<file path="src/rtl/shift_pkg.sv">
// Shared encodings for the sequential shifter: shift-mode codes and FSM states.
package shift_pkg;

   localparam logic [1:0] OP_LSL = 2'b00;
   localparam logic [1:0] OP_LSR = 2'b01;
   localparam logic [1:0] OP_ASR = 2'b10;
   localparam logic [1:0] OP_ROR = 2'b11;

   typedef enum logic [1:0] {
      ST_IDLE  = 2'b00,
      ST_SHIFT = 2'b01,
      ST_DONE  = 2'b10
   } state_e;

endpackage

</file>
<file path="src/rtl/shift_step.sv">
// Single-bit shift of r in the mode selected by op. Purely combinational.
module shift_step
   import shift_pkg::*;
#(
   parameter int unsigned WIDTH = 8
) (
   input  logic [WIDTH-1:0] r,
   input  logic [1:0]       op,
   output logic [WIDTH-1:0] shifted
);

   // One step of LSL / LSR / ASR / ROR
   always_comb begin
      shifted = r;
      unique case (op)
         OP_LSL: shifted = {r[WIDTH-2:0], 1'b0};
         OP_LSR: shifted = {1'b0, r[WIDTH-1:1]};
         OP_ASR: shifted = {r[WIDTH-1], r[WIDTH-1:1]};
         OP_ROR: shifted = {r[0], r[WIDTH-1:1]};
      endcase
   end

endmodule

</file>
<file path="src/rtl/seq_shifter.sv">
// Multi-cycle shifter: accepts an operand, shifts one bit per clock, then
// holds the result until the consumer takes it.
module seq_shifter
   import shift_pkg::*;
#(
   parameter int unsigned WIDTH = 8,
   localparam int unsigned SHAMT_W = $clog2(WIDTH)
) (
   input  logic               clk,
   input  logic               rst,
   input  logic               in_valid,
   output logic               in_ready,
   input  logic [WIDTH-1:0]   a,
   input  logic [SHAMT_W-1:0] shamt,
   input  logic [1:0]         op,
   output logic               out_valid,
   input  logic               out_ready,
   output logic [WIDTH-1:0]   y,
   output logic               busy
);

   state_e             state_q, state_d;
   logic [WIDTH-1:0]   r_q, r_d, step;
   logic [SHAMT_W-1:0] cnt_q, cnt_d;
   logic [1:0]         op_q, op_d;

   shift_step #(
      .WIDTH (WIDTH)
   ) u_step (
      .r       (r_q),
      .op      (op_q),
      .shifted (step)
   );

   // FSM state register
   always_ff @(posedge clk or posedge rst) begin
      if (rst) begin
         state_q <= ST_IDLE;
      end else begin
         state_q <= state_d;
      end
   end

   // FSM next-state: a zero shift skips straight to DONE
   always_comb begin
      state_d = state_q;
      unique case (state_q)
         ST_IDLE: begin
            if (in_valid) begin
               state_d = (shamt == '0) ? ST_DONE : ST_SHIFT;
            end
         end
         ST_SHIFT: begin
            if (cnt_q == SHAMT_W'(1)) begin
               state_d = ST_DONE;
            end
         end
         ST_DONE: begin
            if (out_ready) begin
               state_d = ST_IDLE;
            end
         end
         default: state_d = ST_IDLE;
      endcase
   end

   // Datapath next-state: latch request in IDLE, step and count down in SHIFT
   always_comb begin
      r_d   = r_q;
      cnt_d = cnt_q;
      op_d  = op_q;
      if (state_q == ST_IDLE && in_valid) begin
         r_d   = a;
         cnt_d = shamt;
         op_d  = op;
      end else if (state_q == ST_SHIFT) begin
         r_d   = step;
         cnt_d = cnt_q - SHAMT_W'(1);
      end
   end

   // Datapath registers
   always_ff @(posedge clk or posedge rst) begin
      if (rst) begin
         r_q   <= '0;
         cnt_q <= '0;
         op_q  <= OP_LSL;
      end else begin
         r_q   <= r_d;
         cnt_q <= cnt_d;
         op_q  <= op_d;
      end
   end

   // Handshake and status outputs decode from state only
   always_comb begin
      in_ready  = (state_q == ST_IDLE);
      out_valid = (state_q == ST_DONE);
      busy      = (state_q != ST_IDLE);
   end

   assign y = r_q;

endmodule

</file>
<file path="config.mk">
export PLATFORM = sky130hd
export DESIGN_NAME = seq_shifter
export DESIGN_NICKNAME = d
export VERILOG_FILES = /design/src/rtl/shift_pkg.sv /design/src/rtl/shift_step.sv /design/src/rtl/seq_shifter.sv
export SDC_FILE = /design/constraint.sdc
export NUM_CORES = 1
export LEC_CHECK = 0
export ABC_AREA = 1
export BUFFER_PORTS_ARGS = -buffer_cell sky130_fd_sc_hd__buf_2
export CORE_MARGIN = 4
export CORE_UTILIZATION = 36
export CTS_CLUSTER_DIAMETER = 60
export DETAILED_ROUTE_END_ITERATION = 8
export HOLD_SLACK_MARGIN = 0.05
export SKIP_CTS_REPAIR_TIMING = 1
export SYNTH_ARGS = -nofsm -noshare
export SYNTH_HDL_FRONTEND = slang
export SYNTH_SLANG_ARGS = --single-unit
</file>
<file path="constraint.sdc">
create_clock -name clk -period 1.3 [get_ports clk]
set_clock_uncertainty 0.2 [all_clocks]
set_input_delay 0.26 -clock clk [delete_from_list [all_inputs] [get_ports clk]]
set_output_delay 0.26 -clock clk [all_outputs]
set_load 0.02 [all_outputs]
</file>
Word level (Yosys, flattened, before mapping)

Cells that the tools add are included.

Bits in registers: 15
Bits of input ports: 17
Word-level logic and storage cells: 34

$add $sub $neg: 1
Equal/unequal tests: 10
Mux-type cells: 10
Reduce and logical (&&, ||, !) cells: 8

Operator list:

| operator              | number |
|---|---|
| $pmux W8 S4           | 1 |
| $mux W8               | 2 |
| $mux W2               | 4 |
| $eq A2 B2 Y1 const B  | 3 |
| $mux W3               | 2 |
| $ne A2 B2 Y1 const B  | 3 |
| $pmux W2 S3           | 1 |
| $eq A2 B1 Y1 const B  | 2 |
| $logic_not A2 Y1      | 2 |
| $reduce_bool A2 Y1    | 2 |
| $eq A3 B1 Y1 const B  | 1 |
| $logic_not A3 Y1      | 1 |
| $reduce_and A3 Y1     | 1 |
| $sub A3 B1 Y3 const B | 1 |
| $ne A2 B1 Y1 const B  | 1 |
| $reduce_and A2 Y1     | 1 |
| $logic_and A1 B1 Y1   | 1 |

Logic depth before layout (Yosys ltp)

Depth in word-level cells: 4
Depth in mapped cells: 7
Depth with buffers taken out: 7

Modules after synthesis

A second synthesis with hierarchy kept.

Cells, all modules: 126
Area, all modules: 880.8 um2

By module, submodules not included:

| module      | times used | cells an instance | area an instance (um2) |
|---|---|---|---|
| seq_shifter | 1          | 99                | 759.5 |
| shift_step  | 1          | 27                | 121.4 |

Least setup slack after synthesis

No wires, ideal clock.

Path kind: register to register
Start: reg state_q[0]
End: reg r_q[0] (netlist: y[0])
Data arrival time: 1.077 ns
Slack: -0.098 ns
Cell stages (with the launch flop): 6
Period minus slack after synthesis: 1.398 ns
Cells stage by stage: dfrtp_1 nor2_4 nand2_4 buf_8 o211ai_2 nand2_1

Longest elaborated chain between the ends: 3
Elaborated cells on any way between the ends: 5

Ends and longest elaborated chain:

| item                                          | line              | RTL |
|---|---|---|
| from (decl)                                   | seq_shifter.sv:22 | `state_e state_q, state_d;` |
| from (signal assigned)                        | seq_shifter.sv:40 | `state_q <= state_d;` |
| $logic_not A2 Y1 *                            | --                |  |
| named net in_ready                            | seq_shifter.sv:12 | `output logic in_ready,` |
| $logic_and A1 B1 Y1 *                         | seq_shifter.sv:72 | `if (state_q == ST_IDLE && in_valid) begin` |
| $mux W8 or $reduce_bool A2 Y1 (tied branches) | --                |  |
| to (signal assigned)                          | seq_shifter.sv:89 | `r_q <= r_d;` |
| to (decl)                                     | seq_shifter.sv:23 | `logic [WIDTH-1:0] r_q, r_d, step;` |

The timed path passes the listed nets; every way through them passes the cells marked *.
A chain may end at the register's enable or synchronous reset.

Worst setup path in the final report

Start: reg state_q[0]
End: out in_ready

Longest elaborated chain between the ends: 1

Ends and longest elaborated chain:

| item             | line              | RTL |
|---|---|---|
| $logic_not A2 Y1 | seq_shifter.sv:97 | `in_ready = (state_q == ST_IDLE);` |
| to (decl)        | seq_shifter.sv:12 |  |

No other way between the ends.

==> results.sh <==
export IMPL_rows=18
export IMPL_cts_buffer_depth=2
export IMPL_start_util_pct=38.4
export IMPL_fin_util_pct=59.5
export IMPL_syn_area_per_cell_um2=7.76
export IMPL_worst_path_most_repeated_cell="buf_6"
export IMPL_rr_worst_depth=7
export IMPL_relSlewSlack_pct=83.1
export IMPL_finalInstanceArea_mm2=0.00150
export IMPL_via_per_inst=4.59
export IMPL_worstSetupEndpointType="output port"
export IMPL_final_common_cell="nand2_1"
export IMPL_rr_startpoint="state_q[0]$_DFFE_PP0P_"
export IMPL_power_total_mw=3.74
export IMPL_drv_slew=0
export IMPL_hold_slack_ns=0.0679
export IMPL_power_density_mw_per_mm2=2490
export IMPL_synth_area_top_cells="dfrtp_1 39%, nand2_1 18%, nand3_2 6.2%, inv_1 5.8%, nand3_1 5.7%"
export IMPL_synth_xor_xnor_area_share_pct=0.903
export IMPL_synthAdderAreaFrac_pct=2.58
export IMPL_setup_viol=20
export IMPL_r2r_slack_ns=-0.16
export IMPL_syn_nets=144
export IMPL_drtIter0Drc=22
export IMPL_min_period_ns=1.53
export IMPL_instances_no_fill=217
export IMPL_antenna_cells=0
export IMPL_ios=28
export IMPL_dp_cells=193
export IMPL_drc_errors=0
export IMPL_wirelength_um=2430
export IMPL_hpwl_um=1690
export IMPL_fmax_mhz=652
export IMPL_drtPass1Iterations=4
export IMPL_dpl_instance_area_mm2=0.00121
export IMPL_core_mm2=0.00252
export IMPL_syn_area_um2=970
export IMPL_via_count=995
export IMPL_synth_mux_area_share_pct=0
export IMPL_drive_above_1_share_pct=40.6
export IMPL_synth_top_family_by_area="simple AND/OR/NAND/NOR gates"
export IMPL_cp_arrival_ns=1.07
export IMPL_endpoint="in_ready"
export IMPL_seq_area_frac_synth_pct=38.7
export IMPL_synth_cell_type_count=20
export IMPL_place_ws_ns=-0.0650
export IMPL_port_buffers=27
export IMPL_start_kind="flip-flop"
export IMPL_violations="negative setup slack"
export IMPL_cts_buffers=3
export IMPL_r2r_end="y[7]$_DFFE_PP0P_"
export IMPL_grt_pass1_wl_um=3670
export IMPL_final_setup_tns_ns=-2.23
export IMPL_antenna_found_initial=0
export IMPL_yosys_register_bits=15
export IMPL_worst_slack_ns=-0.234
export IMPL_slowest_stage="dfrtp_2"
export IMPL_yosysTopAreaCell="dfrtp_1"
export IMPL_die_area_mm2=0.00359
export IMPL_setup_worst_path_start="state_q[0]$_DFFE_PP0P_"
export IMPL_cts_tree="yes"
export IMPL_cp_cell_sequence="nor2_4, buf_6, buf_6"
export IMPL_rsz0062_at_grt="true"
export IMPL_vdd_drop_max_mv=1.16
export IMPL_slowest_delay_ns=0.45
export IMPL_h_tree_depth=1
export IMPL_synth_compound_area_share_pct=8.00
export IMPL_ant_nets=0
export IMPL_grt_max_degree=17
export IMPL_synthCells=125
export IMPL_gp_congestion=0.755
export IMPL_clk_pin_slew_worst_paths_ns=0.09
export IMPL_synth_simple_area_share_pct=40.9
export IMPL_yosysWarnings=0
export IMPL_grt_usage_pct=13.6
export IMPL_path_max_fanout=4
export IMPL_cts_root_buffer="clkbuf_4"
export IMPL_wl_per_cell_um=11.2
export IMPL_drv_cap=0
export IMPL_criticalPathCategory="flip-flop to output port"
export IMPL_p_leak_nw=0.833
export IMPL_crit_required_ns=0.84
export IMPL_synth_top_area_share_pct=38.7
export IMPL_chipWidth_um=59.9
export IMPL_first_global_vias=898
export IMPL_clkSinkCount=15
export IMPL_final_cell_mix="47 x nand2_1, 24 x buf_4, 16 x buf_2"
export IMPL_clkLatencyLatePin_ns=0.28
export IMPL_overflow=0
export IMPL_status="finished with violations"
export IMPL_worst_pin_slew_ns=0.253
export IMPL_post_route_period_util_pct=118
export IMPL_hold_viol_final=0
export IMPL_area_growth_pct=54.8
export IMPL_die_h_um=59.9
export IMPL_min_path_type="input port to flip-flop"
export IMPL_finalNetCount=207
-- report_power, final --
group          switching (mW)  internal [mW]
sequential              0.199          0.702
combinational            1.30           1.26
clock                   0.151          0.119
-- synth_stat cells --
cell type and instances:
inv_1 15, or2_1 6, buf_6 1, nand2_2 2
o21ai_0 3, or2_2 1, xor2_1 1, dfrtp_1 15
nand2_1 47, nor2_1 4, a21oi_1 1, o211ai_1 1
nand3_1 11, o211ai_2 4, nand2_4 2, nand3_2 6
nor2_4 1, ha_1 2, inv_2 1, buf_8 1
-- cells by family after synthesis --
family,count (synthesis)
adder cells (fa/ha/maj),2
flip-flops,15
AO/OA/AOI/OAI,9
XOR/XNOR,1
buffers and inverters,18
AND/OR/NAND/NOR,80
-- worst max-delay path, delay by kind of cell (launching register included) --
kind          cells  cell delay, ns
flops             1            0.45
buf+inv           2            0.22
simple gates      1            0.13
-- registers in the layout, indices dropped and copies added (netlist names) --
name,cells
cnt_q,3
state_q,2
y,8
op_q,2
-- worst min path at each step --
stage | startpoint | end | slack (ns) | cells after the start
final | a[3] | y[3]$_DFFE_PP0P_ | 0.07 | 4
after global routing | a[1] | y[1]$_DFFE_PP0P_ | 0.09 | 4
after CTS | rst | cnt_q[2]$_DFFE_PP0P_ | -0.24 | 3
after detailed placement | rst | cnt_q[1]$_DFFE_PP0P_ | 0.08 | 3
after global placement | rst | cnt_q[1]$_DFFE_PP0P_ | 0.07 | 3
after floorplan | rst | cnt_q[0]$_DFFE_PP0P_ | -0.04 | 1
-- final cells by class --
| type | count | area (um2) |
|---|---|---|
| Clock buffer | 4 | 26.3 |
| Timing Repair Buffer | 59 | 465 |
| Tap cell | 30 | 37.5 |
| Fill cell | 245 | 1020 |
| Multi-Input combinational cell | 93 | 531 |
| Inverter | 16 | 65.1 |
| Sequential cell | 15 | 377 |
-- routing by layer --
layer | up-vias | track usage, % | routed length [um]
met3 | 2 | 4.54 | 113
met1 | 458 | 15.6 | 1020
met4 | 0 | 2.85 | 15
li1 | 518 | - | -
met5 | - | 0 | 0
met2 | 17 | 24.2 | 1280
(Power assumes the default switching activity.)
